==> config.mk <==
export PLATFORM = sky130hd
export DESIGN_NAME = voice_allocator
export DESIGN_NICKNAME = d
export VERILOG_FILES = /design/src/rtl/voice_allocator.sv
export SDC_FILE = /design/constraint.sdc
export NUM_CORES = 2
export LEC_CHECK = 0
export ABC_AREA = 1
export CORE_AREA = 2 2 651 653
export DETAILED_ROUTE_END_ITERATION = 7
export DIE_AREA = 0 0 653 655
export MAX_ROUTING_LAYER = met4
export PLACE_DENSITY_LB_ADDON = 0.15
export SETUP_SLACK_MARGIN = 0.4
export SLEW_MARGIN = 0
export SYNTH_ARGS = -nofsm -noshare
export SYNTH_HDL_FRONTEND = slang
export SYNTH_SLANG_ARGS = --single-unit
export TNS_END_PERCENT = 50
==> constraint.sdc <==
create_clock -name clk -period 6.8 [get_ports clk]
set_input_delay 2.04 -clock clk [delete_from_list [all_inputs] [get_ports clk]]
set_output_delay 2.04 -clock clk [all_outputs]
set_load 0.05 [all_outputs]
==> src/rtl/voice_allocator.sv <==
// voice_allocator: maps note-on/off events onto synth voice slots, lowest free first,
// round-robin steal when full, in-place retrigger for a key already held.
module voice_allocator #(
  parameter int NUM_CHANNELS = 16,
  parameter int NUM_BITS = 32,
  parameter int NOTE_BITS = 7,
  localparam int CW = $clog2(NUM_CHANNELS)
) (
  input  logic                           clk,
  input  logic                           rst,
  input  logic                           evt_valid,
  output logic                           evt_ready,
  input  logic                           evt_on,
  input  logic [NOTE_BITS-1:0]           evt_note,
  input  logic [NUM_BITS-1:0]            evt_vel,
  input  logic [NUM_BITS-1:0]            evt_car,
  input  logic [NUM_BITS-1:0]            evt_mod,
  input  logic [NUM_CHANNELS-1:0]        available,
  output logic [NUM_BITS*NUM_CHANNELS-1:0] carrier_out,
  output logic [NUM_BITS*NUM_CHANNELS-1:0] modulator_out,
  output logic [NUM_BITS*NUM_CHANNELS-1:0] velocity_out,
  output logic [NUM_CHANNELS-1:0]        gate_out,
  output logic                           steal_pulse,
  output logic                           miss_pulse
);
  typedef enum logic [1:0] {S_INIT, S_IDLE, S_SCAN, S_COMMIT} state_t;
  localparam logic [CW-1:0] LAST = CW'(NUM_CHANNELS - 1);
  state_t r_state, w_next;
  logic [CW-1:0] r_idx, r_match_idx, r_free_idx, r_steal_ptr, w_ch;
  logic r_on, r_match, r_free, w_hit, w_vacant;
  logic [NOTE_BITS-1:0] r_note;
  logic [NUM_BITS-1:0] r_vel, r_car, r_mod;
  logic [NOTE_BITS-1:0] r_note_tab [NUM_CHANNELS];
  assign evt_ready = r_state == S_IDLE;
  assign w_hit = gate_out[r_idx] && r_note_tab[r_idx] == r_note;
  assign w_vacant = !gate_out[r_idx] && available[r_idx];
  assign w_ch = r_match ? r_match_idx : r_free ? r_free_idx : r_steal_ptr;
  always_comb begin
    w_next = r_state;
    w_next = r_state == S_INIT ? S_IDLE :
             r_state == S_IDLE ? (evt_valid ? S_SCAN : S_IDLE) :
             r_state == S_SCAN ? (r_idx == LAST ? S_COMMIT : S_SCAN) : S_IDLE;
  end
  always_ff @(posedge clk or negedge rst)
    if (!rst) r_state <= S_INIT;
    else r_state <= w_next;
  always_ff @(posedge clk or negedge rst) begin
    if (!rst) begin
      r_idx <= '0;
      r_match_idx <= '0;
      r_free_idx <= '0;
      r_steal_ptr <= '0;
      r_on <= 1'b0;
      r_match <= 1'b0;
      r_free <= 1'b0;
      r_note <= '0;
      r_vel <= '0;
      r_car <= '0;
      r_mod <= '0;
      for (int i = 0; i < NUM_CHANNELS; i++) r_note_tab[i] <= '0;
      carrier_out <= '0;
      modulator_out <= '0;
      velocity_out <= '0;
      gate_out <= '0;
      steal_pulse <= 1'b0;
      miss_pulse <= 1'b0;
    end else begin
      steal_pulse <= 1'b0;
      miss_pulse <= 1'b0;
      if (r_state == S_IDLE && evt_valid) begin
        r_on <= evt_on;
        r_note <= evt_note;
        r_vel <= evt_vel;
        r_car <= evt_car;
        r_mod <= evt_mod;
        r_idx <= '0;
        r_match <= 1'b0;
        r_free <= 1'b0;
      end
      if (r_state == S_SCAN) begin
        if (w_hit && !r_match) begin
          r_match <= 1'b1;
          r_match_idx <= r_idx;
        end
        if (w_vacant && !r_free) begin
          r_free <= 1'b1;
          r_free_idx <= r_idx;
        end
        r_idx <= r_idx + 1'b1;
      end
      if (r_state == S_COMMIT) begin
        if (r_on) begin
          carrier_out[int'(w_ch)*NUM_BITS +: NUM_BITS] <= r_car;
          modulator_out[int'(w_ch)*NUM_BITS +: NUM_BITS] <= r_mod;
          velocity_out[int'(w_ch)*NUM_BITS +: NUM_BITS] <= r_vel;
          r_note_tab[w_ch] <= r_note;
          gate_out[w_ch] <= 1'b1;
          if (!r_match && !r_free) begin
            steal_pulse <= 1'b1;
            r_steal_ptr <= r_steal_ptr == LAST ? '0 : r_steal_ptr + 1'b1;
          end
        end else if (r_match) begin
          // carrier/modulator stay put so the release tail keeps its pitch
          gate_out[r_match_idx] <= 1'b0;
          velocity_out[int'(r_match_idx)*NUM_BITS +: NUM_BITS] <= '0;
        end else miss_pulse <= 1'b1;
      end
    end
  end
endmodule

# Word level (Yosys, flattened, before mapping)

Cells that the tools add are included.

Bits in registers: 1790
Input port bits: 123

Add/subtract/negate cells: 4
Equal/unequal tests: 6
Multiplexer cells: 44
Shift operators: 6
Bitwise logic cells: 5
Reduce and logical (&&, ||, !) cells: 20
Magnitude comparators: 8

Operator list:

| kind                       | number |
|---|---|
| $bwmux 512                 | 4 |
| $shiftx 32x33->512         | 3 |
| $mux 512                   | 2 |
| $shift 32x33->512 const A  | 2 |
| $shiftx 32x33->512 const A | 1 |
| $bwmux 112                 | 1 |
| $neg 9->33                 | 2 |
| $mux 16                    | 2 |
| $bmux 7 s4                 | 1 |
| $demux 7 s4                | 1 |
| $mux 7                     | 3 |
| $mux 4                     | 5 |
| $mux 1                     | 17 |
| $and 16x16->16             | 1 |
| $not 16->16                | 1 |
| $or 16x16->16              | 1 |
| $lt 4x5->1 const B         | 3 |
| $ge 5x5->1 const B         | 2 |
| $not 4->5                  | 2 |
| $logic_and 1x1->1          | 9 |
| $add 4x1->4 const B        | 2 |
| $bmux 1 s4                 | 2 |
| $demux 1 s4                | 2 |
| $eq 4x4->1 const B         | 2 |
| 11 further kinds           | 22 |

# Depth between registers and ports, before layout

Word-level depth: 9
Gate-level depth with buffers: 21

# Least setup slack after synthesis

Ideal clock, no wire load.

Path type: register -> register
From: register r_free
To: register modulator_out[130]
Setup slack: 3.409 ns
Period minus slack after synthesis: 3.391 ns
Arrival: 3.324 ns
Stages on the path, launching flop included: 19
Required time: 6.734 ns
Cells stage by stage: dfrtp_1 -> buf_2 -> inv_1 -> nand2_1 -> nand3_1 -> o21ai_2 -> inv_2 -> clkbuf_1 -> clkbuf_1 -> ha_1 -> clkbuf_1 -> inv_1 -> clkbuf_1 -> clkbuf_1 -> clkbuf_1 -> nand4_1 -> nor2_1 -> nand4_1 -> nand2_1

Word-level cells in the longest chain between the ends: 5
Elaborated cells between the ends (all ways): 6
Those cells by class: 1 x add/sub; 2 x shift; 3 x mux

Ends and longest elaborated chain:

| what                                                           | RTL line | RTL |
|---|---|---|
| start: declaration                                             | 30       | `logic r_on, r_match, r_free, w_hit, w_vacant;` |
| start signal: assignment                                       | 55       | `r_free <= 1'b0;` |
| start signal: assignment                                       | 78       | `r_free <= 1'b0;` |
| start signal: assignment                                       | 86       | `r_free <= 1'b1;` |
| $mux 4 * (2 in a row)                                          | 37       | `assign w_ch = r_match ? r_match_idx : r_free ? r_free_idx : r_steal_ptr;` |
| $neg 9->33 *                                                   | 94       | `modulator_out[int'(w_ch)*NUM_BITS +: NUM_BITS] <= r_mod;` |
| $shiftx 32x33->512 / $shift 32x33->512 (equally long branches) | 94       |  |
| $bwmux 512 *                                                   | 94       |  |
| end signal: indexed assignment                                 | 94       |  |
| end: declaration                                               | 20       | `output logic [NUM_BITS*NUM_CHANNELS-1:0] modulator_out,` |

Every way passes the cells marked *; elsewhere a longest branch is shown, timed or not.
A chain may end at the register's enable or synchronous reset.

# Worst setup path after layout

From: register r_free
To: register modulator_out[223]

The elaborated chain is that of the path after synthesis.

==> results.sh <==
export IMPL_status="complete, but fails checks"
export IMPL_violations="max-capacitance violations, max-slew violations"
export IMPL_design_core_area_mm2=0.4216
export IMPL_vdd_ir_drop_max_mv=0.7215
export IMPL_cp_data_arrival_time_ns=6.38
export IMPL_comb_power_share_pct=50.4
export IMPL_drv_max_cap_violation_count=1
export IMPL_post_synth_cell_area_avg_um2=8.305
export IMPL_clk_transition_reported_paths_ns=0.06
export IMPL_rsz0062_at_grt="no"
export IMPL_number_of_buffers_inserted_by_port_buffering=1677
export IMPL_max_freq_mhz=181.7
export IMPL_gp_routability_congestion=0.9279
export IMPL_timing_hold_worst_start="carrier_out[303]"
export IMPL_timing_final_ws_setup_ns=1.295
export IMPL_gr_total_overflow=0
export IMPL_setup_tns_final_ns=0
export IMPL_tritoncts_num_buffers=228
export IMPL_cts_resized=0
export IMPL_worstPathMaxFanout=68
export IMPL_pwr_share_seq_pct=25.9
export IMPL_finalHoldViolations=0
export IMPL_cp_start_kind="flop"
export IMPL_internal_power_mw=24.55
export IMPL_skew_ns=0.03888
export IMPL_hpwl_um=393100
export IMPL_report_final_slew_viol_count=3
export IMPL_pwr_density_cell_mw_per_mm2=497.8
export IMPL_worstPathBufferInverterCount=6
export IMPL_p_sw_share_pct=55.16
export IMPL_global_route_usage_total_pct=24.67
export IMPL_critical_path_reg2reg_startpoint="r_free"
export IMPL_ant_nets=0
export IMPL_die_width_um=653
export IMPL_hold_end="carrier_out[303]"
export IMPL_dpl_worst_slack_ns=1.042
export IMPL_ff_latch_count_synth=1790
export IMPL_timing_max_slew_rel_slack_pct=-4.804
export IMPL_holdWs_ns=0.4721
export IMPL_fillerInstances=45774
export IMPL_number_of_global_route_vias_before_repair=76568
export IMPL_detailedRoute_firstPassIterationCount=8
export IMPL_clk_insertion_delay_late_ns=0.95
export IMPL_tritoncts_num_sinks=1790
export IMPL_worst_path_most_repeated_cell="nand2_1"
export IMPL_setup_viol_count_final=0
export IMPL_global_route_wire_length_before_repair_um=711600
export IMPL_vias_per_cell=4.788
export IMPL_start_util_pct=18.89
export IMPL_post_cts_buffers=0
export IMPL_worst_r2r_path_depth=17
export IMPL_worst_hold_path_num_cells=2
export IMPL_worstSetupEndpointType="flop"
export IMPL_detail_route_drc_violations=0
export IMPL_worst_ep_required_time_ns=7.67
export IMPL_timing_worst_slew_pin_value_ns=1.558
export IMPL_areaGrowthSynthToFinish_pct=38.06
export IMPL_yosysWarnings=0
export IMPL_min_delay_path_class="reg2reg"
export IMPL_setup_worst_path_class="reg2reg"
export IMPL_critPathTopFamily="simple AND/OR/NAND/NOR gates"
export IMPL_rrSetupSlack_ns=1.30
export IMPL_drive_gt1_share_pct=6.653
export IMPL_period_minus_slack_ns=5.505
export IMPL_timing_critical_path_cells="inv_1 > nand2_1 > nand3_1 > o21ai_4 > buf_4 > inv_8 > ha_4 > inv_1 > nand2_1 > nand2_8 > inv_6 > nor3_4 > nand2_4 > nor2_4 > buf_4 > nand2_1 > nand2_1"
export IMPL_maximum_number_of_pins_on_one_net_before_global_route_repair=179
export IMPL_final_seq_area_mm2=0.04480
export IMPL_mapped_cell_area_mm2=0.07964
export IMPL_worstReg2RegEnd="modulator_out[223]"
export IMPL_net_switching_power_figure_mw=30.19
export IMPL_post_cts_hold_buffer_count=0
export IMPL_tritoncts="done"
export IMPL_mean_routed_wirelength_per_cell_um=32.12
export IMPL_vias=79478
export IMPL_syn_nets=9726
export IMPL_power_clock_fraction_pct=23.7
export IMPL_post_synth_inst_count=9589
export IMPL_nets=10972
export IMPL_fp_row_count=239
export IMPL_antenna_found_initial=99
export IMPL_timing_final_crit_share_pct=80.95
export IMPL_ys_seq_area_share_pct=56.25
export IMPL_critical_path_max_stage_delay_ns=0.72
export IMPL_die_h_um=655
export IMPL_power_static_leakage_nw=50.71
export IMPL_design_die_area_mm2=0.4277
export IMPL_cts_root_buf="clkbuf_16"
export IMPL_multi_input_area_mm2=0.03072
export IMPL_synth_lib_cells_used_distinct=38
export IMPL_ios=1678
export IMPL_cts_root_to_sink_buffers=4
export IMPL_routed_wirelength_um=533100
export IMPL_htree_num_levels=4
export IMPL_first_drt_iteration_drcs=8038
export IMPL_cp_slowest_cell="nor3_4"
-- power groups by stage --
stage	sequential, mW	clock [mW]	combinational [mW]
2_1_floorplan	16.7	0	11.4
5_1_grt	14.3	13.6	28.9
3_5_place_dp	14.3	0	27.6
6_report	14.2	13.0	27.6
4_1_cts	14.1	13.2	27.7
3_3_place_gp	14.3	0	27.6
-- cell families (layout without fill, tap and decap cells) --
kind of cell	Yosys count	after routing	synth area share, %
simple gates	5789	5789	31.90
flops	1790	1790	56.25
buf+inv	1145	2574	5.636
compound gates	816	816	5.513
mux	33	33	0.4666
fa+ha+maj	14	14	0.2200
xor+xnor	2	2	0.02200
other cells	0	37	0
-- registers in the layout (all words and copies together) (netlist names), 16 cells and up, named ones only --
signal         flops
r_vel             32
r_mod             32
r_car             32
r_note_tab       112
velocity_out     512
gate_out          16
modulator_out    512
carrier_out      512
-- cell type report --
cell class	instances	area share (%)
Sequential cell	1790	40.75
Inverter	300	1.061
Antenna cell	37	0.08421
Multi-Input combinational cell	6654	27.94
Clock buffer	328	6.135
Clock inverter	85	0.9468
Tap cell	5543	6.308
Timing Repair Buffer	1861	16.77
-- cell usage after synthesis (all sizes together) --
library cell	instances	area (um2)
a21oi	82	414.2
o31ai	1	7.510
dfrtp	1790	44790
nand4	555	3472
o311ai	1	8.760
nor3	202	1021
a22oi	9	67.56
nand2	3035	11410
buf	205	959.7
o2111ai	64	560.5
nand3	1183	5926
nor2	630	2417
or2	54	337.8
o221ai	2	17.52
inv	298	1119
nor4	130	813.3
o21ai	652	3271
xor2	1	8.760
o41ai	1	8.760
o211ai	4	35.03
mux2	33	371.6
clkinv	2	7.510
xnor2	1	8.760
clkbuf	640	2402
ha	14	175.2
-- tightest hold or removal path, stage by stage (launching register included) --
cell and delay [ns]:
dfrtp_1 0.34, nand2_1 0.05, nand2_1 0.04
-- worst max path at each step --
stage               startpoint                 end  slack, ns  cells after the start
floorplan               r_free  modulator_out[130]       3.41                     18
global placement        r_free   velocity_out[221]       1.12                     16
detailed placement      r_free   velocity_out[205]       1.04                     16
CTS                     r_free   velocity_out[205]       0.99                     16
global route            r_free  modulator_out[195]       0.95                     17
finish                  r_free  modulator_out[223]       1.30                     17
-- placed cells by master (no fill, tap or decap), types with 4 or more instances in the layout --
| cell type | n |
|---|---|
| inv_6 | 8 |
| nand2_4 | 13 |
| nand3_4 | 5 |
| dfrtp_2 | 8 |
| nand2_1 | 3014 |
| buf_4 | 166 |
| nor2_4 | 10 |
| dfrtp_1 | 1782 |
| nand3_1 | 1176 |
| mux2_2 | 33 |
| nor3_1 | 195 |
| clkbuf_8 | 60 |
| nand2_2 | 7 |
| clkdlybuf4s50_1 | 1673 |
| o21ai_0 | 416 |
| or2_0 | 14 |
| o2111ai_1 | 64 |
| nand4_1 | 555 |
| nor2_1 | 611 |
| o21ai_1 | 225 |
| o21ai_2 | 8 |
| inv_2 | 9 |
| nor3_2 | 5 |
| clkinv_4 | 4 |
| clkinv_2 | 40 |
| buf_12 | 19 |
| or2_2 | 40 |
| nor4_1 | 128 |
| clkbuf_16 | 231 |
| bufinv_16 | 18 |
| a21oi_1 | 81 |
| nor2_2 | 9 |
| a22oi_1 | 9 |
| ha_1 | 12 |
| clkinvlp_4 | 11 |
| clkbuf_1 | 37 |
| diode_2 | 37 |
| inv_1 | 282 |
-- routing by layer --
layer	wire length (um)	GRT usage (%)	vias to the layer above	part of all wire, %
met2	234900	36.39	3419	44
met1	231400	32.33	40767	43
met5	0	-	-	0
met3	36440	4.774	786	6.8
li1	-	-	34506	-
met4	30390	11.92	0	5.7
-- metrics by stage --
stage / power [mW] / cell area [um2] / std cells / util, %
5_1_grt: 56.87 / 109900 / 16587 / 26.07
4_1_cts: 55.05 / 109800 / 16560 / 26.05
3_5_place_dp: 41.95 / 102000 / 16147 / 24.20
3_3_place_gp: 41.86 / 102000 / 16146 / 24.20
6_report: 54.74 / 109900 / 16598 / 26.08
2_1_floorplan: 28.05 / 79640 / 9589 / -
(Power assumes the default switching activity.)
